<file path="config.mk">
export PLATFORM = sky130hd
export DESIGN_NAME = debounce_multi_flat
export DESIGN_NICKNAME = d
export VERILOG_FILES = /design/src/rtl/debounce_multi_if.sv /design/src/rtl/debounce_multi.sv /design/src/flat_wrapper.sv
export SDC_FILE = /design/constraint.sdc
export NUM_CORES = 1
export LEC_CHECK = 0
export CAP_MARGIN = 15
export CELL_PAD_IN_SITES_DETAIL_PLACEMENT = 1
export CELL_PAD_IN_SITES_GLOBAL_PLACEMENT = 1
export CORE_MARGIN = 3
export CORE_UTILIZATION = 46
export DETAILED_ROUTE_END_ITERATION = 6
export HOLD_SLACK_MARGIN = 0.1
export PLACE_DENSITY = 0.81
export SYNTH_ARGS = -nofsm -noshare
export SYNTH_HDL_FRONTEND = slang
export SYNTH_SLANG_ARGS = --single-unit
</file>
<file path="constraint.sdc">
create_clock -name iclk -period 2.1 [get_ports iclk]
set_clock_uncertainty 0.1 [all_clocks]
set_input_delay 0.63 -clock iclk [delete_from_list [all_inputs] [get_ports iclk]]
set_output_delay 0.63 -clock iclk [all_outputs]
set_load 0.02 [all_outputs]
</file>
<file path="src/rtl/debounce_multi_if.sv">
// Switch-side and event-side signals of the multi-channel debouncer.
// The master drives the raw switches and the mode; the slave is the filter.
interface debounce_multi_if #(
    parameter int NUM_CH = 4
);
    logic [NUM_CH-1:0] switchin;
    logic              sym_en;
    logic [NUM_CH-1:0] switchout;
    logic [NUM_CH-1:0] rise_pulse;
    logic [NUM_CH-1:0] fall_pulse;
    logic              sample_tick;

    modport master (
        output switchin, sym_en,
        input  switchout, rise_pulse, fall_pulse, sample_tick
    );

    modport slave (
        input  switchin, sym_en,
        output switchout, rise_pulse, fall_pulse, sample_tick
    );
endinterface

</file>
<file path="src/rtl/debounce_multi.sv">
// NUM_CH switch debouncers sharing one sample prescaler, with edge pulses.
// Latency: sync + tick wait + (PULSE_CNT_MAX-1) tick periods + 1; no backpressure.
module debounce_multi #(
    parameter int                NUM_CH        = 4,
    parameter int                SMP_CNT_MAX   = 100,
    parameter int                PULSE_CNT_MAX = 10,
    parameter int                CNT_W         = 8,
    parameter int                SYNC_STAGES   = 2,
    parameter logic [NUM_CH-1:0] RST_VAL       = '0
) (
    input logic             iclk,
    input logic             irst_n,
    debounce_multi_if.slave bus
);
    localparam int                SMP_W    = (SMP_CNT_MAX < 1) ? 1 : $clog2(SMP_CNT_MAX + 1);
    localparam logic [SMP_W-1:0]  SMP_TERM = SMP_W'(SMP_CNT_MAX);
    localparam logic [CNT_W-1:0]  CNT_TERM = CNT_W'(PULSE_CNT_MAX - 1);

    logic [NUM_CH-1:0] sync_r [SYNC_STAGES];
    logic [NUM_CH-1:0] sync_q;
    logic [SMP_W-1:0]  smp_cnt;
    logic              tick_r;
    logic [CNT_W-1:0]  cnt_r [NUM_CH];
    logic [NUM_CH-1:0] sw_r;
    logic [NUM_CH-1:0] rise_r;
    logic [NUM_CH-1:0] fall_r;

    // Raw pins go straight into the first flop to keep metastability contained.
    always_ff @(posedge iclk or negedge irst_n) begin
        if (!irst_n) begin
            for (int i = 0; i < SYNC_STAGES; i++) sync_r[i] <= RST_VAL;
        end else begin
            sync_r[0] <= bus.switchin;
            for (int i = 1; i < SYNC_STAGES; i++) sync_r[i] <= sync_r[i-1];
        end
    end

    assign sync_q = sync_r[SYNC_STAGES-1];

    always_ff @(posedge iclk or negedge irst_n) begin
        if (!irst_n) begin
            smp_cnt <= '0;
            tick_r  <= 1'b0;
        end else if (smp_cnt == SMP_TERM) begin
            smp_cnt <= '0;
            tick_r  <= 1'b1;
        end else begin
            smp_cnt <= smp_cnt + SMP_W'(1);
            tick_r  <= 1'b0;
        end
    end

    // A mismatch must survive PULSE_CNT_MAX consecutive ticks; any agreement restarts it.
    always_ff @(posedge iclk or negedge irst_n) begin
        if (!irst_n) begin
            sw_r   <= RST_VAL;
            rise_r <= '0;
            fall_r <= '0;
            for (int ch = 0; ch < NUM_CH; ch++) cnt_r[ch] <= '0;
        end else begin
            for (int ch = 0; ch < NUM_CH; ch++) begin
                rise_r[ch] <= 1'b0;
                fall_r[ch] <= 1'b0;
                if (sync_q[ch] == sw_r[ch]) begin
                    cnt_r[ch] <= '0;
                end else if (!bus.sym_en && !sync_q[ch]) begin
                    sw_r[ch]   <= 1'b0;
                    fall_r[ch] <= 1'b1;
                    cnt_r[ch]  <= '0;
                end else if (tick_r && (cnt_r[ch] == CNT_TERM)) begin
                    sw_r[ch]   <= sync_q[ch];
                    rise_r[ch] <= sync_q[ch];
                    fall_r[ch] <= ~sync_q[ch];
                    cnt_r[ch]  <= '0;
                end else if (tick_r) begin
                    cnt_r[ch] <= cnt_r[ch] + CNT_W'(1);
                end
            end
        end
    end

    assign bus.switchout   = sw_r;
    assign bus.rise_pulse  = rise_r;
    assign bus.fall_pulse  = fall_r;
    assign bus.sample_tick = tick_r;
endmodule
</file>
<file path="src/flat_wrapper.sv">
// flat-port wrapper written by rule: the top's interface ports become plain ports
module debounce_multi_flat 
#(
    parameter int                NUM_CH        = 4,
    parameter int                SMP_CNT_MAX   = 100,
    parameter int                PULSE_CNT_MAX = 10,
    parameter int                CNT_W         = 8,
    parameter int                SYNC_STAGES   = 2,
    parameter logic [NUM_CH-1:0] RST_VAL       = '0
)
  (iclk, irst_n, bus_switchin, bus_sym_en, bus_switchout, bus_rise_pulse, bus_fall_pulse, bus_sample_tick);
  debounce_multi_if #(.NUM_CH(NUM_CH)) bus_i ();
  input logic iclk;
  input logic irst_n;
  input wire logic [$bits(bus_i.switchin)-1:0] bus_switchin;
  input wire logic [$bits(bus_i.sym_en)-1:0] bus_sym_en;
  output wire logic [$bits(bus_i.switchout)-1:0] bus_switchout;
  output wire logic [$bits(bus_i.rise_pulse)-1:0] bus_rise_pulse;
  output wire logic [$bits(bus_i.fall_pulse)-1:0] bus_fall_pulse;
  output wire logic [$bits(bus_i.sample_tick)-1:0] bus_sample_tick;
  assign bus_i.switchin = bus_switchin;
  assign bus_i.sym_en = bus_sym_en;
  assign bus_switchout = bus_i.switchout;
  assign bus_rise_pulse = bus_i.rise_pulse;
  assign bus_fall_pulse = bus_i.fall_pulse;
  assign bus_sample_tick = bus_i.sample_tick;
  debounce_multi #(.NUM_CH(NUM_CH), .SMP_CNT_MAX(SMP_CNT_MAX), .PULSE_CNT_MAX(PULSE_CNT_MAX), .CNT_W(CNT_W), .SYNC_STAGES(SYNC_STAGES), .RST_VAL(RST_VAL)) u_core (.iclk(iclk), .irst_n(irst_n), .bus(bus_i));
endmodule
</file>
**Word level (Yosys, flattened, before mapping)**

Index checks and enable logic that the tools add are counted.

- Input bits: 7
- Flip-flop bits (word level): 60
- Word-level logic and storage cells: 111
- Output and inout bits: 13

- Reduce and logical (&&, ||, !) cells: 25
- Add/sub/neg operators: 5
- Equality and inequality tests: 9
- Bitwise operators: 8
- Multiplexer cells: 50

Operators with widths:

| operator | count |
|---|---|
| $mux W8 | 16 |
| $mux W1 | 33 |
| $add A8 B1 Y8 const B | 4 |
| $eq A8 B4 Y1 const B | 4 |
| $reduce_bool A4 Y1 | 4 |
| $logic_and A1 B1 Y1 | 8 |
| $not A1 Y1 | 8 |
| $reduce_and A2 Y1 | 4 |
| $reduce_bool A2 Y1 | 4 |
| $add A7 B1 Y7 const B | 1 |
| $eq A7 B7 Y1 const B | 1 |
| $mux W7 | 1 |
| $logic_not A1 Y1 | 5 |
| $eq A1 B1 Y1 | 4 |

**Depth between registers and ports, before layout**

Gate-level depths: netlist (run 1).

- Word-level depth: 5
- Gate-level depth with buffers: 5
- Mapped depth without buffers: 5

**Worst setup path after synthesis (run 1)**

No wires, ideal clock.

- Path kind: register to register
- Start point: reg u_core.cnt_r[17] (netlist name)
- End point: reg u_core.cnt_r[17] (netlist name)
- Data required time: 1.863 ns
- Stages on the path, launching flop included: 6
- Period minus slack after synthesis: 1.652 ns
- Path buffers: 0
- Setup time: 0.137 ns
- Path slack: 0.448 ns
- Data arrival time: 1.414 ns
- Path through: dfrtp_1 > inv_1 > ha_1 > or4bb_1 > o22ai_2 > a211oi_1

- Longest elaborated chain between the ends: 5
- Elaborated cells between the ends (all ways): 8
- Those cells by class: add/sub: 1; eq/ne: 1; mux: 4; reduce/logical: 2

Ends and longest elaborated chain:

| item | line | source |
|---|---|---|
| start, declared | debounce_multi.sv:23 | `logic [CNT_W-1:0] cnt_r [NUM_CH];` |
| start signal, assigned by index | debounce_multi.sv:76 | `cnt_r[ch] <= cnt_r[ch] + CNT_W'(1);` |
| $add A8 B1 Y8 / $eq A8 B4 Y1 (equally long branches) | debounce_multi.sv:76, debounce_multi.sv:70 |  |
| $mux W8 / $logic_and A1 B1 Y1 (equally long branches) | debounce_multi.sv:75, debounce_multi.sv:70 |  |
| $mux W8 | debounce_multi.sv:70 | `end else if (tick_r && (cnt_r[ch] == CNT_TERM)) begin` |
| $mux W8 | debounce_multi.sv:66 | `end else if (!bus.sym_en && !sync_q[ch]) begin` |
| $mux W8 | debounce_multi.sv:64 | `if (sync_q[ch] == sw_r[ch]) begin` |

Several ways; a longest one is shown, not always the timed one. The select of a mux whose other input is x is not followed.
A chain may end at the register's enable or synchronous reset.

**Final worst setup path (run 1)**

- Start point: reg u_core.rise_r[2], in the netlist u_core.bus.rise_pulse[2]
- End point: out bus_rise_pulse[2]

RTL lines:

| item | line | source |
|---|---|---|
| start, declared | debounce_multi.sv:25 | `logic [NUM_CH-1:0] rise_r;` |
| start signal, assigned by index | debounce_multi.sv:72 | `rise_r[ch] <= sync_q[ch];` |
| end, declared | flat_wrapper.sv:18 | `output wire logic [$bits(bus_i.rise_pulse)-1:0] bus_rise_pulse;` |

No word-level cell between the ends.

==> results.yml, run 1 <==
status:
  run_status: "finished, final reports clean"
final_layout:
  drive_gt1_share_pct: 10.9
  multiInputGateArea_um2: 1160
  antennaDiodeCount: 0
  seq_area_um2: 1500
  final_cell_count_no_fill: 366
  synthToLayoutAreaGrowth_pct: 21.4
  final_nets: 306
  stdcell_area_um2: 3300
  n_fill_cell: 647
timing:
  timing.final.crit_share_pct: 95.1
  rsz0062_at_grt: "no"
  hold_ws_ps: 189
  slew_violations: 0
  hold_viol: 0
  timing.fmax_ghz: 0.501
  slew_headroom_pct: 70.4
  worst_pin_slew_ps: 438
  fin_ws_ps: 103
  min_period_ps: 2000
  setup_viol: 0
grt:
  grt_max_degree: 61
  grt_util_all_layers_pct: 19.2
  grt_pass1_vias: 2179
  gr-total-overflow: 0
  grt_pass1_wl_mm: 10.5
  antenna_found_initial: 0
synthesis:
  yosysTopAreaCellShare_pct: 55.1
  synthTopCellsByArea: "dfrtp_1, ha_1, xor2_1"
  ys_types: 33
  yosysMostFrequentCell: "dfrtp_1"
  synth_cells: 253
  yosysSeqAreaShare_pct: 55.1
  syn_area_um2: 2720
  yosysWarnings: 0
  synth_flop_cell: "dfrtp_1"
  async_reset_ff_share_pct: 100
  syn_nets: 270
  synth_common_cells: "dfrtp_1, nor2_1, a21oi_1, o21ai_0"
  avgSynthCellArea_um2: 10.8
  synth_edf_count: 0
  synth_top_cell_by_area: "dfrtp_1"
  synth_seq_cells: 60
critical_path:
  reg2reg_from: "u_core.cnt_r[17]"
  critPathTopFamily: "buffers and inverters"
  cpPeakStageDelay_ps: 600
  crit_chain: "clkdlybuf4s50_1"
  cp.arrival_ps: 1270
  path_max_fanout: 1
  crit_buf_inv: 1
  cp-end-kind: "output port"
  worstSetupPathType: "reg -> out"
  slowest_stage: "clkdlybuf4s50_1"
  cp-startpoint: "u_core.bus.rise_pulse[2]"
  cp.required_ps: 1370
  start_kind: "flop"
placed_design:
  gp_congestion: 0.728
  port_buffers: 19
  place_ws_ps: -4.81
  hpwl_mm: 3.94
  dpl_cell_area_um2: 3080
  place_inst: 350
die:
  die-width_um: 82.9
  die_h_um: 82.9
  dieArea_um2: 6880
  start_util_pct: 48.5
  core.rowCount: 27
  core-area_um2: 5610
  io_pins: 20
clock_tree:
  cts_root_buf: "clkbuf_8"
  clockBufferDepth: 2
  cts_made_buffers: 9
  clock_latency_ps: 340
  clk_transition_reported_paths_ps: 70
  htree_levels: 3
  cts.sinks: 60
  cts_tree: "built"
routing:
  wl_mm: 5.96
  dr.pass1.iters: 4
  drt_iter0_markers: 159
  via_per_inst: 5.55
  post_drt_wl_per_cell_um: 16.3
  drc: 0
  ant_nets: 0
  num_vias: 2032
hold_path:
  hp-class: "in -> async"
flow_run:
  maxCapViolations: 0
power_and_ir_drop:
  total_power_w: 0.00244
  ir_drop_v: 0.000454
  p_leak_nw: 1.46
  power_density_nw_per_um2: 739
-- registers in the layout, summed over array words and instances, names as in the netlist --
| signal | flops |
|---|---|
| u_core.sync_r | 4 |
| u_core.cnt_r | 32 |
| u_core.sync_q | 4 |
| u_core.bus.switchout | 4 |
| u_core.smp_cnt | 7 |
| u_core.bus.fall_pulse | 4 |
| u_core.bus.rise_pulse | 4 |
| u_core.bus.sample_tick | 1 |
-- layout by cell type (no fill, tap or decap), types with 2 or more instances in the layout --
| cell | instances |
|---|---|
| dfrtp_1 | 60 |
| nor2_1 | 24 |
| o21ai_0 | 16 |
| a21oi_1 | 16 |
| inv_1 | 13 |
| nand4_1 | 13 |
| or3_1 | 13 |
| xor2_1 | 13 |
| clkdlybuf4s50_1 | 13 |
| nand2_1 | 12 |
| clkbuf_8 | 12 |
| ha_1 | 10 |
| nand3_1 | 9 |
| buf_4 | 7 |
| xnor2_1 | 6 |
| nor2b_1 | 5 |
| and3_1 | 5 |
| dlygate4sd2_1 | 5 |
| nor3_1 | 4 |
| and3b_1 | 4 |
| a211oi_1 | 4 |
| or2_1 | 3 |
| o22ai_2 | 3 |
| a22oi_1 | 3 |
| nand4bb_1 | 2 |
| or4b_4 | 2 |
| bufinv_16 | 2 |
| clkinv_2 | 2 |
| buf_12 | 2 |
-- power by group --
| group | leakage [nW] | switching [W] | internal, W |
|---|---|---|---|
| clock | 0.122 | 0.000442 | 0.000761 |
| combinational | 0.537 | 0.0000452 | 0.0000273 |
| sequential | 0.806 | 0.00000445 | 0.00116 |
-- through the flow --
stage | setup TNS (ps) | utilization (%)
after floorplan | 0 | -
after global placement | 0 | 54.8
after detailed placement | -5.13 | 54.8
after CTS | 0 | 58.9
after global routing | 0 | 58.9
final | 0 | 58.9
-- area by class of cell --
type / count / share of cell area, %
clock buffers: 12 / 5.00
clock inverters: 4 / 2.12
inverters: 13 / 1.48
multi-input cells: 177 / 35.0
flip-flops and latches: 60 / 45.4
well taps: 72 / 2.73
repair buffers: 28 / 8.22
-- worst paths after layout --
kind,cells after the start,endpoint,slack [ps]
worst max-delay path,1,bus_rise_pulse[2],100
worst min-delay path,2,u_core.cnt_r[6],190
worst max register to register,6,u_core.cnt_r[18],260
worst min register to register,0,u_core.sync_q[0],250
max in group asynchronous,2,u_core.cnt_r[14],1440
min in group iclk,0,u_core.sync_q[0],250
-- logic make-up (layout without fill, tap and decap cells) --
group	Yosys count	after routing	synth area share [%]
xor gates and xnor gates	19	19	6.11
DFF	60	60	55.1
AOI/OAI and AO/OA	45	45	9.88
and+or+nand+nor	103	103	21.9
adders and majority gates	10	10	4.60
buffers and inverters	16	57	2.34
-- routing by layer --
| layer | track usage (%) | part of all wire (%) | vias to the layer above | wire length (um) |
|---|---|---|---|---|
| met5 | 0 | 0 | - | 0 |
| met4 | 6.98 | 1.7 | 0 | 101 |
| met3 | 7.34 | 3.6 | 11 | 217 |
| met2 | 31.6 | 50 | 32 | 3010 |
| met1 | 22.8 | 44 | 1016 | 2640 |
| li1 | - | - | 973 | - |
-- what timing repair did --
item	4_1_cts	5_1_grt
setup buffers	0	0
gates resized for setup	5	0
setup endpoints to repair	5	0
hold endpoints to repair	0	0
hold buffers	0	0
(Power assumes the default switching activity.)
==> inputs of run 2 (changes only) <==
- PLACE_DENSITY: 0.81 -> 0.86
==> run 2 against run 1 <==
  * Worst setup slack worse by 0.60 ps
  * Count of clock-buffer cells in the layout decreased by 1
  * Sequential power barely moved
  * First-iteration DRC count shrank 26%
  * Clock power is 6% lower
  * Via count increased by 1.0%
  * Non-clock buffer count grew 1
  * Sequential share of layout area grew 0.16 points
  * Global-route usage shrank 0.40 points
  * Core utilization down 0.20 points
  * Largest power group is now registers
==> results.yml, run 2 (synthesis results as in run 1) <==
critical_path:
  cp-startpoint: "u_core.bus.fall_pulse[1]"
  crit_buf_inv: 1
  r2r_cells: 6
  reg2reg_to: "u_core.cnt_r[17]"
  cp-endpoint: "bus_fall_pulse[1]"
  slowest_stage: "clkdlybuf4s50_1"
  critPathTopFamily: "buffers and inverters"
  start_kind: "flop"
  cpPeakStageDelay_ps: 600
  cp-end-kind: "output port"
  crit_chain: "clkdlybuf4s50_1"
  r2r_slack_ps: 290
  reg2reg_from: "u_core.cnt_r[17]"
  worstSetupPathType: "reg -> out"
  cp.required_ps: 1370
  path_max_fanout: 1
  cp.arrival_ps: 1270
  crit_cells: 1
clock_tree:
  cts_tree: "built"
  cts_root_buf: "clkbuf_8"
  cts.sinks: 60
  cts_made_buffers: 9
  htree_levels: 3
  cts_setup_buffers: 0
  clk_transition_reported_paths_ps: 70
  clock_latency_ps: 330
  cts_hold_buf: 0
  clockBufferDepth: 2
final_layout:
  reg.largest.list: "u_core.cnt_r x32, u_core.smp_cnt x7"
  final_cell_count_no_fill: 367
  drive_gt1_share_pct: 10.8
  synthToLayoutAreaGrowth_pct: 21.0
  n_fill_cell: 631
  layout.cells.most_common: "dfrtp_1"
  final_cell_mix: "dfrtp_1, nor2_1, o21ai_0, a21oi_1"
  final_nets: 307
  regMostFlops: "u_core.cnt_r"
  antennaDiodeCount: 0
  largest_reg_flops: 32
placed_design:
  hpwl_mm: 4.06
  place_inst: 351
  port_buffers: 19
  gp_congestion: 0.777
power_and_ir_drop:
  p_leak_nw: 1.46
  total_power_w: 0.00237
  ir_drop_v: 0.000464
  power_density_nw_per_um2: 719
die:
  io_pins: 20
  core.rowCount: 27
  die-width_um: 82.9
  dieArea_um2: 6880
  core-area_um2: 5610
  die_h_um: 82.9
  start_util_pct: 48.5
routing:
  drt_iter0_markers: 117
  ant_nets: 0
  wl_mm: 5.82
  drc: 0
  dr.pass1.iters: 4
  via_per_inst: 5.59
  num_vias: 2053
  post_drt_wl_per_cell_um: 15.9
timing:
  timing.fmax_ghz: 0.501
  hold_viol: 0
  slew_headroom_pct: 75.3
  rsz0062_at_grt: "no"
  worst_pin_slew_ps: 365
  min_period_ps: 2000
  setup_viol: 0
  timing.final.crit_share_pct: 95.1
  slew_violations: 0
flow_run:
  maxCapViolations: 0
grt:
  gr-total-overflow: 0
  grt_pass1_vias: 2219
  antenna_found_initial: 0
  grt_pass1_wl_mm: 10.5
  grt_max_degree: 61
  grt_util_all_layers_pct: 18.8
status:
  run_status: "finished, final reports clean"
hold_path:
  hp-class: "in -> async"
-- run 2: cell count changes in the layout (fill, tap and decap cells not counted) --
cell,delta
clkbuf_8,-2
clkinv_2,+1
buf_4,+1
clkbuf_1,+1
-- run 2: worst register-to-register path, stage by stage (launching register included) --
cell	delay [ps]
dfrtp_1	450
inv_1	90
ha_1	130
or4bb_1	530
o22ai_2	160
buf_4	180
a211oi_1	60
-- run 2: timing repair --
action | in CTS | in global routing
hold endpoints to repair | 0 | 0
gates resized for setup | 5 | 0
setup endpoints to repair | 5 | 0
-- run 2: worst min path at each step --
stage,start,endpoint,slack (ps),cells past startpoint
floorplan,irst_n,u_core.bus.fall_pulse[0],230,0
global placement,u_core.sync_r[5],u_core.sync_q[1],230,0
detailed placement,u_core.sync_r[5],u_core.sync_q[1],240,0
CTS,irst_n,u_core.smp_cnt[2],200,2
global route,irst_n,u_core.smp_cnt[1],200,2
finish,irst_n,u_core.cnt_r[5],190,2
-- run 2: cell type report --
cell class,instances,area (um^2),area share [%]
timing repair buffer,29,279,8.47
tap,72,90.1,2.74
clock inverter,5,75.1,2.28
sequential,60,1500,45.6
clock buffer,11,141,4.29
inverter,13,48.8,1.48
multi-input combinational,177,1160,35.1
-- run 2: metal layers --
metal  share of wire [%]  vias to the layer above  global-route usage, %
met3                 4.1                        9                   6.94
met1                  46                     1036                   23.9
met2                  48                       31                   29.4
met5                   0                        -                      0
met4                 1.3                        0                   6.69
li1                    -                      977                      -
-- run 2: report_power, final --
group	leakage, nW	internal, W	total, W	switching [W]
Sequential	0.806	0.00116	0.00117	0.00000406
Combinational	0.542	0.0000286	0.0000728	0.0000442
Clock	0.113	0.000694	0.00113	0.000432
-- run 2: stage by stage --
stage	setup TNS [ps]	hold WS (ps)	utilization (%)	cell area, um^2	worst slack [ps]
floorplan	0	231	-	2720	448
global placement	0	233	55.0	3080	36.8
detailed placement	-10.2	239	55.0	3080	-10.2
CTS	0	197	58.7	3290	74.0
global route	0	205	58.7	3290	34.0
finish	0	195	58.7	3290	103
==> inputs of run 3 (changes only) <==
--- a/config.mk
+++ b/config.mk
@@ -9,5 +9,4 @@
 export CELL_PAD_IN_SITES_DETAIL_PLACEMENT = 1
 export CELL_PAD_IN_SITES_GLOBAL_PLACEMENT = 1
-export CORE_MARGIN = 3
 export CORE_UTILIZATION = 46
 export DETAILED_ROUTE_END_ITERATION = 6
==> constraint.sdc (replaced) <==
create_clock -name iclk -period 2.1 [get_ports iclk]
set_clock_uncertainty 0.1 [all_clocks]
set_input_delay 0.315 -clock iclk [delete_from_list [all_inputs] [get_ports iclk]]
set_output_delay 0.315 -clock iclk [all_outputs]
set_load 0.02 [all_outputs]
==> run 3 against run 2 <==
  * Cell area decreased by 1.8%
  * Worst hold slack improved by 53 ps
  * Final cell count down 1.1%
  * Non-clock buffer count down 2
  * Global-route usage up 2.5 points
  * Critical path depth is the same
  * Sequential share of layout area rose by 0.85 points
  * Largest cell class unchanged
  * Largest power group unchanged
==> results.yml, run 3 (synthesis results as in run 1) <==
grt:
  grt_use_met2_pct: 36.1
  grt_max_degree: 28
  grt_pass1_vias: 2256
  gr-usage-met3_pct: 4.25
  grt-busiest-layer: "met2"
  gr-total-overflow: 0
  grt_pass1_wl_mm: 10.1
  grt_util_all_layers_pct: 21.3
  antenna_found_initial: 0
  globalRouteMet1Util_pct: 26.1
routing:
  num_vias: 2047
  wl_mm: 5.73
  drt_iter0_markers: 52
  post_drt_wl_per_cell_um: 15.8
  via_per_inst: 5.64
  ant_nets: 0
  dr.pass1.iters: 4
  drc: 0
final_layout:
  final_cell_count_no_fill: 363
  regMostFlops: "u_core.cnt_r"
  final_cell_mix: "dfrtp_1, nor2_1, clkdlybuf4s50_1"
  largest_reg_flops: 32
  synthToLayoutAreaGrowth_pct: 18.7
  final_core_util_pct: 57.7
  reg.largest.list: "u_core.cnt_r x32, u_core.smp_cnt x7"
  layout.cells.most_common: "dfrtp_1"
  drive_gt1_share_pct: 9.62
  final_nets: 305
  antennaDiodeCount: 0
die:
  die-width_um: 78.9
  io_pins: 20
  core-area_um2: 5610
  dieArea_um2: 6230
  die_h_um: 78.9
  start_util_pct: 48.5
  core.rowCount: 27
timing:
  slew_violations: 0
  slew_headroom_pct: 61.0
  timing.fmax_ghz: 0.500
  setup_viol: 0
  tns_ps: 0
  worst_pin_slew_ps: 585
  timing.final.crit_share_pct: 95.2
  rsz0062_at_grt: "no"
  hold_viol: 0
  fin_ws_ps: 102
  min_period_ps: 2000
clock_tree:
  htree_levels: 3
  cts_made_buffers: 9
  cts.sinks: 60
  clock_latency_ps: 340
  clk_transition_reported_paths_ps: 60
  clockBufferDepth: 2
  cts_tree: "built"
  cts_repair_resize_count: 0
  cts_root_buf: "clkbuf_8"
  cts_setup_buffers: 0
critical_path:
  crit_chain: "clkdlybuf4s50_1"
  path_max_fanout: 10
  slowest_stage: "clkdlybuf4s50_1"
  cp.arrival_ps: 1580
  critPathTopFamily: "buffers and inverters"
  cp.required_ps: 1680
  crit_buf_inv: 1
  worstSetupPathType: "reg -> out"
  start_kind: "flop"
  cpPeakStageDelay_ps: 680
  cp-end-kind: "output port"
power_and_ir_drop:
  p_comb_share_pct: 3.1
  power_density_nw_per_um2: 674
  ir_drop_v: 0.000336
  total_power_w: 0.00218
  p_seq_share_pct: 53.6
  power.share.clock_pct: 43.3
  p_int_w: 0.00169
  power.switching_w: 0.000484
  p_leak_nw: 1.41
  swShare_pct: 22.2
placed_design:
  hpwl_mm: 3.95
  place_ws_ps: 266
  port_buffers: 19
  place_inst: 348
  gp_congestion: 0.745
hold_path:
  hp-class: "reg -> reg"
flow_run:
  maxCapViolations: 0
status:
  run_status: "finished, final reports clean"
[run 3: cell types whose count changed in the layout (fill, tap and decap cells not counted), moves of 2 or more]
cell | previous run | this run
clkdlybuf4s50_1 | 13 | 18
dlygate4sd2_1 | 5 | 0
buf_4 | 8 | 6
bufinv_16 | 2 | 0
clkbuf_8 | 10 | 12
[run 3: area by class of cell]
| class | instances | area (um^2) |
|---|---|---|
| inverter | 13 | 48.8 |
| clock buffer | 12 | 165 |
| clock inverter | 2 | 10.0 |
| sequential | 60 | 1500 |
| timing repair buffer | 27 | 260 |
| tap | 72 | 90.1 |
| multi-input combinational | 177 | 1160 |
| fill | 623 | 2370 |
[run 3: metrics by stage]
step / hold slack, ps / cell area (um^2)
after CTS: 251 / 3230
after global routing: 252 / 3230
after detailed placement: 236 / 3050
after floorplan: -80.6 / 2720
after global placement: 235 / 3050
final: 248 / 3230
[run 3: worst paths after layout]
kind                                        start           endpoint  slack, ps  cells past startpoint
min in group asynchronous                  irst_n    u_core.cnt_r[7]        410                      2
max                        u_core.bus.sample_tick    bus_sample_tick        100                      1
max reg2reg                      u_core.cnt_r[17]   u_core.cnt_r[17]        230                      5
min                              u_core.sync_r[5]   u_core.sync_q[1]        250                      0
min reg2reg                      u_core.sync_r[5]   u_core.sync_q[1]        250                      0
max in group asynchronous                  irst_n  u_core.smp_cnt[1]        910                      3
[run 3: layer usage]
layer / up-vias / part of all wire (%)
li1: 967 / -
met1: 1043 / 45
met2: 26 / 50
met3: 11 / 2.7
met4: 0 / 2.0
met5: - / 0
[run 3: what timing repair did]
action / 4_1_cts / 5_1_grt
setup endpoints to repair: 0 / 0
endpoints found under the hold margin: 22 / 0
hold buffers: 1 / 0
[run 3: power groups by stage]
stage	clock, W	sequential (W)	combinational [W]
floorplan	0	0.00119	0.0000183
global placement	0	0.00119	0.0000661
detailed placement	0	0.00119	0.0000677
CTS	0.000960	0.00117	0.0000697
global route	0.000996	0.00117	0.0000773
finish	0.000943	0.00117	0.0000672
